[config.mk]
export PLATFORM = sky130hd
export DESIGN_NAME = mem_arbiter
export DESIGN_NICKNAME = d
export VERILOG_FILES = /design/src/rtl/mem_arbiter.sv
export SDC_FILE = /design/constraint.sdc
export NUM_CORES = 1
export LEC_CHECK = 0
export BUFFER_PORTS_ARGS = -buffer_cell sky130_fd_sc_hd__clkbuf_2
export CAP_MARGIN = 20
export CELL_PAD_IN_SITES_DETAIL_PLACEMENT = 1
export CELL_PAD_IN_SITES_GLOBAL_PLACEMENT = 1
export CORE_AREA = 2 2 118 120
export CTS_BUF_LIST = sky130_fd_sc_hd__clkbuf_4
export DETAILED_ROUTE_END_ITERATION = 10
export DIE_AREA = 0 0 120 122
export HOLD_SLACK_MARGIN = 0.08
export PLACE_DENSITY = 0.78
export SYNTH_ARGS = -nofsm -noshare
export SYNTH_HDL_FRONTEND = slang
export SYNTH_SLANG_ARGS = --single-unit
[constraint.sdc]
create_clock -name clk -period 1.7 [get_ports clk]
set_input_delay 0.255 -clock clk [delete_from_list [all_inputs] [get_ports clk]]
set_output_delay 0.255 -clock clk [all_outputs]
set_load 0.05 [all_outputs]
[src/rtl/mem_arbiter.sv]
// Round-robin arbiter sharing one memory port between the core and a loader, with registered read return.
// Optional MEM_ARB_STARVE_EN: starvation timer that breaks a loader burst lock after MAX_WAIT cycles.
module mem_arbiter #(
    parameter int DW       = 32,
    parameter int AW       = 32,
    parameter int MAX_WAIT = 16
) (
    input  logic          clk,
    input  logic          rst,
    input  logic          c_req,
    input  logic          c_we,
    input  logic [AW-1:0] c_addr,
    input  logic [DW-1:0] c_wdata,
    output logic          c_gnt,
    output logic          c_rvalid,
    output logic [DW-1:0] c_rdata,
    input  logic          l_req,
    input  logic          l_we,
    input  logic [AW-1:0] l_addr,
    input  logic [DW-1:0] l_wdata,
    input  logic          l_lock,
    output logic          l_gnt,
    output logic          l_rvalid,
    output logic [DW-1:0] l_rdata,
    output logic          m_we,
    output logic [AW-1:0] m_addr,
    output logic [DW-1:0] m_wdata,
    input  logic [DW-1:0] m_rdata,
    output logic          starve
);

    if (MAX_WAIT < 2) begin : g_bad_param
        $error("mem_arbiter: MAX_WAIT must be at least 2");
    end

    typedef enum logic [1:0] {IDLE, CORE, LDR} state_t;

    state_t state;
    state_t state_nxt;
    logic   prio;
    logic   c_acc;
    logic   l_acc;
    logic   brk;

    assign c_gnt = (state == CORE);
    assign l_gnt = (state == LDR);

    // Reset masks accesses so a write in flight at reset never reaches memory.
    assign c_acc = c_gnt && c_req && !rst;
    assign l_acc = l_gnt && l_req && !rst;

`ifdef MEM_ARB_STARVE_EN
    localparam int CW = $clog2(MAX_WAIT) + 1;
    logic [CW-1:0] wait_cnt;

    always_ff @(posedge clk) begin
        if (rst) begin
            wait_cnt <= '0;
        end else if (c_gnt || !c_req) begin
            wait_cnt <= '0;
        end else if (wait_cnt != {CW{1'b1}}) begin
            wait_cnt <= wait_cnt + 1'b1;
        end
    end

    assign brk    = c_req && !c_gnt && (wait_cnt == CW'(MAX_WAIT - 1));
    assign starve = brk && l_gnt && l_req && l_lock && !rst;
`else
    assign brk    = 1'b0;
    assign starve = 1'b0;
`endif

    always_comb begin
        state_nxt = state;
        m_we      = 1'b0;
        m_addr    = '0;
        m_wdata   = '0;
        if (c_acc) begin
            m_we    = c_we;
            m_addr  = c_addr;
            m_wdata = c_wdata;
        end else if (l_acc) begin
            m_we    = l_we;
            m_addr  = l_addr;
            m_wdata = l_wdata;
        end
        case (state)
            IDLE: begin
                if (c_req && l_req) state_nxt = prio ? CORE : LDR;
                else if (c_req)     state_nxt = CORE;
                else if (l_req)     state_nxt = LDR;
                else                state_nxt = IDLE;
            end
            CORE: begin
                if (l_req)      state_nxt = LDR;
                else if (c_req) state_nxt = CORE;
                else            state_nxt = IDLE;
            end
            LDR: begin
                if (l_req && l_lock && !brk) state_nxt = LDR;
                else if (c_req)              state_nxt = CORE;
                else if (l_req)              state_nxt = LDR;
                else                         state_nxt = IDLE;
            end
            default: state_nxt = IDLE;
        endcase
    end

    always_ff @(posedge clk) begin
        if (rst) begin
            state    <= IDLE;
            prio     <= 1'b1;
            c_rvalid <= 1'b0;
            l_rvalid <= 1'b0;
            c_rdata  <= '0;
            l_rdata  <= '0;
        end else begin
            state    <= state_nxt;
            c_rvalid <= c_acc && !c_we;
            l_rvalid <= l_acc && !l_we;
            if (c_acc) prio <= 1'b0;
            else if (l_acc) prio <= 1'b1;
            if (c_acc && !c_we) c_rdata <= m_rdata;
            if (l_acc && !l_we) l_rdata <= m_rdata;
        end
    end

endmodule

Word level (Yosys, flattened, before mapping). Index checks and enable logic that the tools add are counted.

Register bits: 69. Output and inout bits: 134. Logic and storage cells: 37.

Equality and inequality tests: 2. Muxes and demuxes: 16. Reductions and logical operators: 13.

Operators by type and width (count): $mux W32 (4); $mux W2 (6); $logic_and A1 B1 Y1 (8); $pmux W2 S3 (1); $mux W1 (5); $logic_not A1 Y1 (3); $eq A2 B1 Y1 const B (1); $eq A2 B2 Y1 const B (1); $logic_not A2 Y1 (1); $reduce_bool A2 Y1 (1).

Depth between registers and ports, before layout. Gate-level depths: netlist of the first run.

Depth after elaboration: 5. Mapped depth: 5. Depth with buffers taken out: 3.

Worst setup path before layout of the first run. Ideal clock, no wire load.

Path type: flip-flop to flip-flop. Start: register state[0]. End: register c_rdata[0]. Library setup time: 0.117 ns. Data arrival time: 1.873 ns. Path slack: -0.290 ns. Cell stages (with the launch flop): 5. Buffers on the path: 1. Period minus slack after synthesis: 1.990 ns. Cells stage by stage: dfxtp_1 -> nor2b_1 -> a31oi_1 -> buf_2 -> a22o_1.

Word-level cells in the longest chain between the ends: 4.

RTL lines: start, declared (line 38) `state_t state;`; start signal, assigned (line 118) `state <= state_nxt;`; $eq A2 B1 Y1 (line 45) `assign c_gnt = (state == CORE);`; named net c_gnt (line 14) `output logic c_gnt,`; $logic_and A1 B1 Y1 (2 in a row) (line 49) `assign c_acc = c_gnt && c_req && !rst;`; $logic_and A1 B1 Y1 (line 123) `if (c_acc && !c_we) c_rdata <= m_rdata;`; end signal, assigned (line 123); end, declared (line 16) `output logic [DW-1:0] c_rdata,`.

The timed path passes the listed nets, and every way through them passes these cells. A chain may end at the register's enable or synchronous reset.

Worst setup path after layout of the first run.
Start: register state[0]. End: output m_wdata[10].

Word-level cells in the longest chain between the ends: 5. Elaborated cells on any way between the ends: 8.

RTL lines: $eq A2 B2 Y1 (line 46) `assign l_gnt = (state == LDR);`; $logic_and A1 B1 Y1 (2 in a row) (line 50) `assign l_acc = l_gnt && l_req && !rst;`; $mux W32 (line 82) `end else if (l_acc) begin`; $mux W32 (*) (line 78) `if (c_acc) begin`; end, declared (line 27) `output logic [DW-1:0] m_wdata,`.

Mark *: on every way between the ends. The rest lies on a longest branch, timed or not.

==> reports/metrics.cfg, run 1 <==
[synthesis]
synth_top_area_frac = 0.4929
ys_types = 21
yosysWarnings = 0
synth_ff_type = dfxtp_1
synth_area_leaders = dfxtp_1, a22o_1, buf_2
async_flop_share = 0
yosysSeqAreaShare = 0.4929
synth.most_common_cell = a22o_1
synth_area_per_cell_sq_um = 11.26
synth_area_sq_um = 2803
syn_inst = 249
yosysTopAreaCell = dfxtp_1
synth_fp_nets = 416
postSynthRegisterBits = 69
synth_edf_count = 0
synth_common_cells = a22o_1, dfxtp_1, buf_2

[sta]
maxSlewHeadroom = 0.5757
tightestPinTransition_ns = 0.6364
hold_violations = 0
rsz0062_at_grt = yes
slew_violations = 0
setup_tns_ns = -16.05
setup_ws_ns = -0.3094
finalSetupViolations = 65
fin_crit_sh = 1.182
fin_skew_ns = 0.01793
post-route-min-period_ns = 2.009
clock.fmax_mhz = 497.7
whs_ns = 0.1101

[placement]
post-dp-hpwl_um = 11420
place_ws_ns = -0.1217
gp_congestion = 0.8496
port_buffers = 299
post_dp_cell_area_sq_um = 5363

[grt]
grt_pass1_vias = 4028
grt_pass1_wl_um = 23510
grt_max_degree = 47
overflow = 0
antenna_found_initial = 0
grt_usage = 0.2071

[final_layout]
final_area_sq_um = 6546
syn_to_final_growth_pct = 133.6
antenna-diode-count = 0
n_fill_cell = 1502
drive_gt1_frac = 0.6923
seq_area_sq_um = 1384
num-nets-final = 760
final_util = 0.4848
multi_input_area_sq_um = 1707

[critical_path]
end_kind = output port
startpoint_type = register
reg2reg_slack_ns = 0.06
crit_required_ns = 1.44
critical_path_class = reg2out
timing.rr.start = state[1]$_SDFF_PP0_
crit_arrival_ns = 1.75
worstPathMaxFanout = 11
crit_start = state[0]$_SDFF_PP0_
r2r-end = c_rdata[1]$_SDFFE_PP0P_
reg2reg_depth = 6

[routing]
routed-via-count = 3784
drtPass1Iterations = 4
wl_per_cell_um = 22.29
ant_nets = 0
routed_wl_um = 17340
drt_iter0_markers = 142
drc = 0
via_per_inst = 4.864

[clocking]
max-clock-path-buffers = 2
clk-insertion-delay-late_ns = 0.41
cts_made_buffers = 9
clock_sinks = 69
htree_levels = 3
path_clk_slew_ns = 0.11
cts_tree = built
clock-root-buffer = clkbuf_4

[status]
violations = negative setup slack
status = finished with violations

[worst_hold_path]
hold_start = m_rdata[28]
hp-class = in2reg
holdPathEnd = c_rdata[28]$_SDFFE_PP0P_
min_path_cells = 2

[pwr]
p_per_area_nw_per_um2 = 605.8
ir_drop_mv = 0.3219
leakagePower_nw = 3.235

[floorplan]
fp.dieW_um = 120
core-area_sq_um = 13500
num_rows = 43
initial_core_util = 0.2075
die-area_sq_um = 14640
die_h_um = 122
top_level_ports = 301

[flow_run]
cap_violations = 0

## layout by cell type, fill, tap and decap left out
| master | instances |
|---|---|
| clkinv_2 | 2 |
| buf_2 | 1 |
| dlygate4sd3_1 | 30 |
| nor2_1 | 2 |
| buf_4 | 15 |
| nor4bb_1 | 2 |
| nor2b_4 | 2 |
| nor2b_1 | 1 |
| bufinv_16 | 2 |
| clkbuf_16 | 2 |
| clkbuf_4 | 10 |
| conb_1 | 1 |
| a22o_2 | 21 |
| clkinvlp_4 | 1 |
| clkbuf_8 | 5 |
| buf_12 | 52 |
| a211oi_1 | 1 |
| and4bb_2 | 1 |
| dfxtp_1 | 67 |
| and4bb_4 | 2 |
| buf_8 | 17 |
| a221oi_1 | 1 |
| clkbuf_2 | 232 |
| inv_1 | 2 |
| and2_1 | 2 |
| nand3b_1 | 1 |
| buf_6 | 6 |
| a22o_4 | 37 |
| inv_6 | 1 |
| a31oi_4 | 3 |
| a21o_1 | 1 |
| dfxtp_2 | 2 |
| o21ai_0 | 1 |
| a22o_1 | 71 |
| nand2_1 | 1 |
## power breakdown
part	switching (mW)	internal (mW)
Combinational	0.598	0.502
Clock	0.582	0.614
Sequential	0.0215	1.65
Total	1.20	2.76
## per-layer routing
layer  wire length, um  global-route usage
met5                 0                   0
met2              9332              0.3899
met1              6502              0.2320
met4               497             0.07059
met3              1011             0.04026
## state kept, by name, summed over array words and instances, names as in the netlist
name and cells:
prio 1, state 2, l_rdata 32, l_rvalid 1, c_rvalid 1, c_rdata 32
## metrics by stage
stage,power [mW],cells
3_5_place_dp,2.598,719
2_1_floorplan,2.115,249
3_3_place_gp,2.581,719
5_1_grt,4.123,778
4_1_cts,3.917,770
6_report,3.966,778
## worst max-delay path: stages (launching register included)
cell,delay (ns)
dfxtp_2,0.36
and4bb_4,0.38
buf_12,0.13
buf_6,0.15
a22o_2,0.16
clkbuf_8,0.18
## logic make-up after synthesis
family	Yosys count	synth area share
AOI/OAI and AO/OA	135	0.4179
DFF	69	0.4929
buffers and inverters	31	0.05402
and+or+nand+nor	13	0.03393
other	1	0.001338
## how the worst max path moves through the flow
stage | to | slack, ns | cells past startpoint
after floorplan | c_rdata[0]$_SDFFE_PP0P_ | -0.29 | 4
after global placement | l_rdata[2]$_SDFFE_PP0P_ | -0.06 | 4
after detailed placement | l_rdata[24]$_SDFFE_PP0P_ | -0.12 | 4
after CTS | m_addr[16] | -0.31 | 4
after global routing | m_wdata[10] | -0.36 | 5
final | m_wdata[10] | -0.31 | 5
## final cells by class
type,count,share of cell area
Tap cell,180,0.03440
Inverter,2,0.001147
Clock inverter,6,0.01319
Sequential cell,69,0.2114
Clock buffer,10,0.01147
Timing Repair Buffer,360,0.4677
Multi-Input combinational cell,151,0.2607
## what timing repair did
| action | in CTS | in global routing |
|---|---|---|
| gates cloned | 4 | 4 |
| resized for setup | 64 | 48 |
| hold buffers | 29 | 1 |
| pin swaps | 2 | 1 |
| setup buffers | 2 | 4 |
| endpoints found under the hold margin | 52 | 1 |
| endpoints found under the setup margin | 99 | 67 |
(Power assumes the default switching activity.)
==> run 2, diff against run 1 <==
--- a/config.mk
+++ b/config.mk
@@ -9,12 +9,12 @@
 export CAP_MARGIN = 20
 export CELL_PAD_IN_SITES_DETAIL_PLACEMENT = 1
 export CELL_PAD_IN_SITES_GLOBAL_PLACEMENT = 1
-export CORE_AREA = 2 2 118 120
+export CORE_AREA = 2 2 117 119
 export CTS_BUF_LIST = sky130_fd_sc_hd__clkbuf_4
 export DETAILED_ROUTE_END_ITERATION = 10
-export DIE_AREA = 0 0 120 122
+export DIE_AREA = 0 0 119 121
 export HOLD_SLACK_MARGIN = 0.08
-export PLACE_DENSITY = 0.78
+export PLACE_DENSITY = 0.79
 export SYNTH_ARGS = -nofsm -noshare
 export SYNTH_HDL_FRONTEND = slang
 export SYNTH_SLANG_ARGS = --single-unit
==> constraint.sdc (replaced) <==
create_clock -name clk -period 2.45 [get_ports clk]
set_input_delay 0.3675 -clock clk [delete_from_list [all_inputs] [get_ports clk]]
set_output_delay 0.3675 -clock clk [all_outputs]
set_load 0.05 [all_outputs]
==> run 2 against run 1 <==
  * The flow now finishes without violations
  * Cell area is 20% lower
  * Die area is 1.6% lower
  * Sequential share of layout area is 5.1 points higher
==> reports/metrics.cfg, run 2 (synthesized netlist as in run 1, its figures left out) <==
[flow_run]
cap_violations = 0

[clocking]
cts_resized = 0
clock-root-buffer = clkbuf_4
htree_levels = 3
path_clk_slew_ns = 0.13
cts_made_buffers = 9
cts_setup_buffers = 0
clock_sinks = 69
clk-insertion-delay-late_ns = 0.41
ctsHoldBuffers = 0
max-clock-path-buffers = 2
cts_tree = built

[sta]
fin_skew_ns = 0.01053
fin_crit_sh = 0.9419
slew_violations = 0
finalSetupViolations = 0
clock.fmax_mhz = 433.3
hold_violations = 0
setup_ws_ns = 0.1423
post-route-min-period_ns = 2.308
whs_ns = 0.1746
rsz0062_at_grt = no
setup_tns_ns = 0

[final_layout]
mostFrequentLayoutCells = clkbuf_2, a22o_1, dfxtp_1
drive_gt1_frac = 0.6007
n_fill_cell = 1522
antenna-diode-count = 0
final_util = 0.4020
syn_to_final_growth_pct = 87.68
top_regs = c_rdata: 32 flops, l_rdata: 32 flops, state: 2 flops
final_common_cell = clkbuf_2
num-nets-final = 703

[routing]
drt_iter0_markers = 147
ant_nets = 0
wl_per_cell_um = 18.57
drtPass1Iterations = 4
routed_wl_um = 13320
via_per_inst = 4.707
drc = 0
routed-via-count = 3375

[critical_path]
reg2reg_depth = 5
crit_required_ns = 2.08
worstPathMaxFanout = 66
crit_end = m_addr[26]
crit_arrival_ns = 1.94
slowest_stage = dfxtp_1
reg2reg_slack_ns = 0.57
end_kind = output port
timing.rr.start = state[1]$_SDFF_PP0_
cp_cell_sequence = and4bb_2 > buf_12 > a22o_1 > clkbuf_2
critPathMaxStageDelay_ns = 0.47
critical_path_class = reg2out
startpoint_type = register
crit_start = state[1]$_SDFF_PP0_
r2r-end = l_rdata[23]$_SDFFE_PP0P_

[grt]
overflow = 0
antenna_found_initial = 0
grt_pass1_vias = 3400
grt_max_degree = 68
grt_pass1_wl_um = 20030
grt_usage = 0.1801

[floorplan]
num_rows = 42
fp.dieW_um = 119
initial_core_util = 0.2142
core-area_sq_um = 13090
die_h_um = 121
die-area_sq_um = 14400
top_level_ports = 301

[placement]
port_buffers = 299
post-dp-hpwl_um = 10950
place_ws_ns = 0.4459
gp_congestion = 0.8372

[pwr]
leakagePower_nw = 2.632
p_total_mw = 2.675
p_per_area_nw_per_um2 = 508.5
ir_drop_mv = 0.2855

[worst_hold_path]
hp-class = in2reg

[status]
status = finished, final reports clean

==> run 2: worst min path at each step <==
stage / from / endpoint / slack, ns / depth (start not counted)
2_1_floorplan: rst / state[1]$_SDFF_PP0_ / 0.44 / 1
3_3_place_gp: l_rdata[18]$_SDFFE_PP0P_ / l_rdata[18]$_SDFFE_PP0P_ / 0.46 / 1
3_5_place_dp: l_rdata[20]$_SDFFE_PP0P_ / l_rdata[20]$_SDFFE_PP0P_ / 0.46 / 1
4_1_cts: m_rdata[7] / c_rdata[7]$_SDFFE_PP0P_ / 0.14 / 2
5_1_grt: m_rdata[19] / c_rdata[19]$_SDFFE_PP0P_ / 0.15 / 2
6_report: m_rdata[7] / c_rdata[7]$_SDFFE_PP0P_ / 0.17 / 2
==> run 2: critical path, delay by kind of cell (launching register included) <==
family	cells	cell delay, ns
and+or+nand+nor	1	0.31
DFF	1	0.47
AOI/OAI and AO/OA	1	0.19
buffers and inverters	2	0.52
==> run 2: per-stage QoR <==
stage / cells / area [sq um]
5_1_grt: 717 / 5260
4_1_cts: 717 / 5260
2_1_floorplan: 249 / 2803
6_report: 717 / 5260
3_3_place_gp: 701 / 5074
3_5_place_dp: 701 / 5074
==> run 2: metal layers <==
layer,share of wire,wire length [um],global-route usage
met5,0,0,0
met3,0.068,902,0.04746
met2,0.54,7186,0.3398
met4,0.013,170,0.04390
met1,0.38,5057,0.2003
==> run 2: power breakdown <==
group,internal [mW],switching (mW),leakage (nW)
logic,0.235,0.342,1.98
registers,1.14,0.0156,0.558
clock network,0.528,0.409,0.0966
==> run 2: area by class of cell <==
type | instances | area, sq um | share of cell area
Clock buffer | 10 | 75.07 | 0.01427
Inverter | 2 | 7.507 | 0.001427
Timing Repair Buffer | 305 | 2182 | 0.4148
Tap cell | 176 | 220.2 | 0.04186
Sequential cell | 69 | 1381 | 0.2626
Multi-Input combinational cell | 149 | 1282 | 0.2438
Clock inverter | 6 | 111.4 | 0.02117
==> run 3, diff against run 2 <==
--- a/config.mk
+++ b/config.mk
@@ -9,12 +9,11 @@
 export CAP_MARGIN = 20
 export CELL_PAD_IN_SITES_DETAIL_PLACEMENT = 1
 export CELL_PAD_IN_SITES_GLOBAL_PLACEMENT = 1
-export CORE_AREA = 2 2 117 119
-export CTS_BUF_LIST = sky130_fd_sc_hd__clkbuf_4
+export CORE_AREA = 2 2 116 118
 export DETAILED_ROUTE_END_ITERATION = 10
-export DIE_AREA = 0 0 119 121
+export DIE_AREA = 0 0 118 120
 export HOLD_SLACK_MARGIN = 0.08
-export PLACE_DENSITY = 0.79
+export PLACE_DENSITY = 0.8
 export SYNTH_ARGS = -nofsm -noshare
 export SYNTH_HDL_FRONTEND = slang
 export SYNTH_SLANG_ARGS = --single-unit
==> run 3 against run 2 <==
  * Highest routed layer unchanged
  * Sequential power barely moved
  * Routed wire length fell by 1.1%
  * Critical endpoint is now m_wdata[9]
  * Critical path type unchanged
  * Largest power group is now the clock network
  * Clock power rose by 32%
  * Largest cell class unchanged
  * Cell area rose by 3.1%
==> reports/metrics.cfg, run 3 (synthesized netlist as in run 1, its figures left out) <==
[routing]
ant_nets = 0
routed-via-count = 3382
drtPass1Iterations = 6
drc = 0
drt_iter0_markers = 174
routed_wl_um = 13180
wl_per_cell_um = 18.35
via_per_inst = 4.710

[clocking]
path_clk_slew_ns = 0.06
cts_made_buffers = 9
clock_sinks = 69
cts_tree = built
clock-root-buffer = clkbuf_16
ctsHoldBuffers = 0
clk-insertion-delay-late_ns = 0.32
max-clock-path-buffers = 2
htree_levels = 3
cts_resized = 0
cts_setup_buffers = 0

[grt]
antenna_found_initial = 0
grt_max_degree = 54
grt_usage = 0.1775
grt_pass1_vias = 3324
grt_pass1_wl_um = 19550
overflow = 0

[critical_path]
crit_required_ns = 2.08
timing.rr.start = state[1]$_SDFF_PP0_
worstPathMaxFanout = 53
reg2reg_depth = 5
critical_path_class = reg2out
cp_cell_sequence = and4bb_2 > buf_12 > a22o_1 > clkbuf_2
crit_start = state[0]$_SDFF_PP0_
crit_arrival_ns = 1.79
end_kind = output port
r2r-end = l_rdata[10]$_SDFFE_PP0P_
slowest_stage = dfxtp_1
startpoint_type = register
critPathMaxStageDelay_ns = 0.44
reg2reg_slack_ns = 0.68

[floorplan]
die-area_sq_um = 14160
num_rows = 42
top_level_ports = 301
fp.dieW_um = 118
initial_core_util = 0.2159
core-area_sq_um = 12980
die_h_um = 120

[pwr]
ir_drop_mv = 0.3281
p_per_area_nw_per_um2 = 550.8
p_total_mw = 2.987
leakagePower_nw = 2.694

[sta]
hold_violations = 0
finalSetupViolations = 0
clock.fmax_mhz = 463.9
setup_tns_ns = 0
post-route-min-period_ns = 2.156
fin_skew_ns = 0.004788
rsz0062_at_grt = no
slew_violations = 0
whs_ns = 0.2726
fin_crit_sh = 0.8799

[final_layout]
antenna-diode-count = 0
mostFrequentLayoutCells = clkbuf_2, a22o_1, dfxtp_1
num-nets-final = 705
syn_to_final_growth_pct = 93.48
final_cells = 718
top_regs = c_rdata: 32 flops, l_rdata: 32 flops, state: 2 flops
drive_gt1_frac = 0.6015
n_fill_cell = 1519
final_common_cell = clkbuf_2

[placement]
gp_congestion = 0.8529
place_inst = 703
port_buffers = 299
post-dp-hpwl_um = 10990

[worst_hold_path]
hp-class = in2reg
min_path_cells = 2
holdPathEnd = c_rdata[11]$_SDFFE_PP0P_
hold_start = m_rdata[11]

[status]
status = finished, final reports clean

[flow_run]
cap_violations = 0

[run 3: final cells by class]
type                       count  area [sq um]  area share
inverter                       2         7.507    0.001384
tap                          176         220.2     0.04061
clock buffer                   9         225.2     0.04153
clock inverter                 6         63.81     0.01177
multi-input combinational    149          1282      0.2365
timing repair buffer         307          2242      0.4135
sequential                    69          1381      0.2547
[run 3: metrics by stage]
stage / area [sq um] / utilization / setup WS, ns
floorplan: 2803 / - / 0.4605
global placement: 5134 / 0.3955 / 0.5550
detailed placement: 5134 / 0.3955 / 0.5021
global route: 5423 / 0.4178 / 0.2010
finish: 5423 / 0.4178 / 0.2942
CTS: 5423 / 0.4178 / 0.2779
[run 3: routing by layer]
metal,wire [um],vias to the layer above,global-route usage,share of wire
met5,0,-,0,0
met4,340,0,0.06476,0.026
met3,871,17,0.03755,0.066
met2,6738,171,0.3110,0.51
met1,5225,1608,0.2140,0.40
li1,-,1586,-,-
[run 3: critical path, delay by kind of cell, from the launching register on]
family	cells	cell delay [ns]
simple gates	1	0.31
flops	1	0.44
buf+inv	2	0.52
compound gates	1	0.18
[run 3: worst max path at each step]
stage                                   end  slack (ns)
global route                     m_wdata[7]        0.20
detailed placement              m_wdata[19]        0.50
finish                           m_wdata[9]        0.29
CTS                             m_wdata[19]        0.28
floorplan           c_rdata[0]$_SDFFE_PP0P_        0.46
global placement                 m_addr[28]        0.56
[run 3: power breakdown]
group	internal (mW)	switching, mW
clock network	0.781	0.459
registers	1.15	0.0155
logic	0.241	0.346
total	2.17	0.820
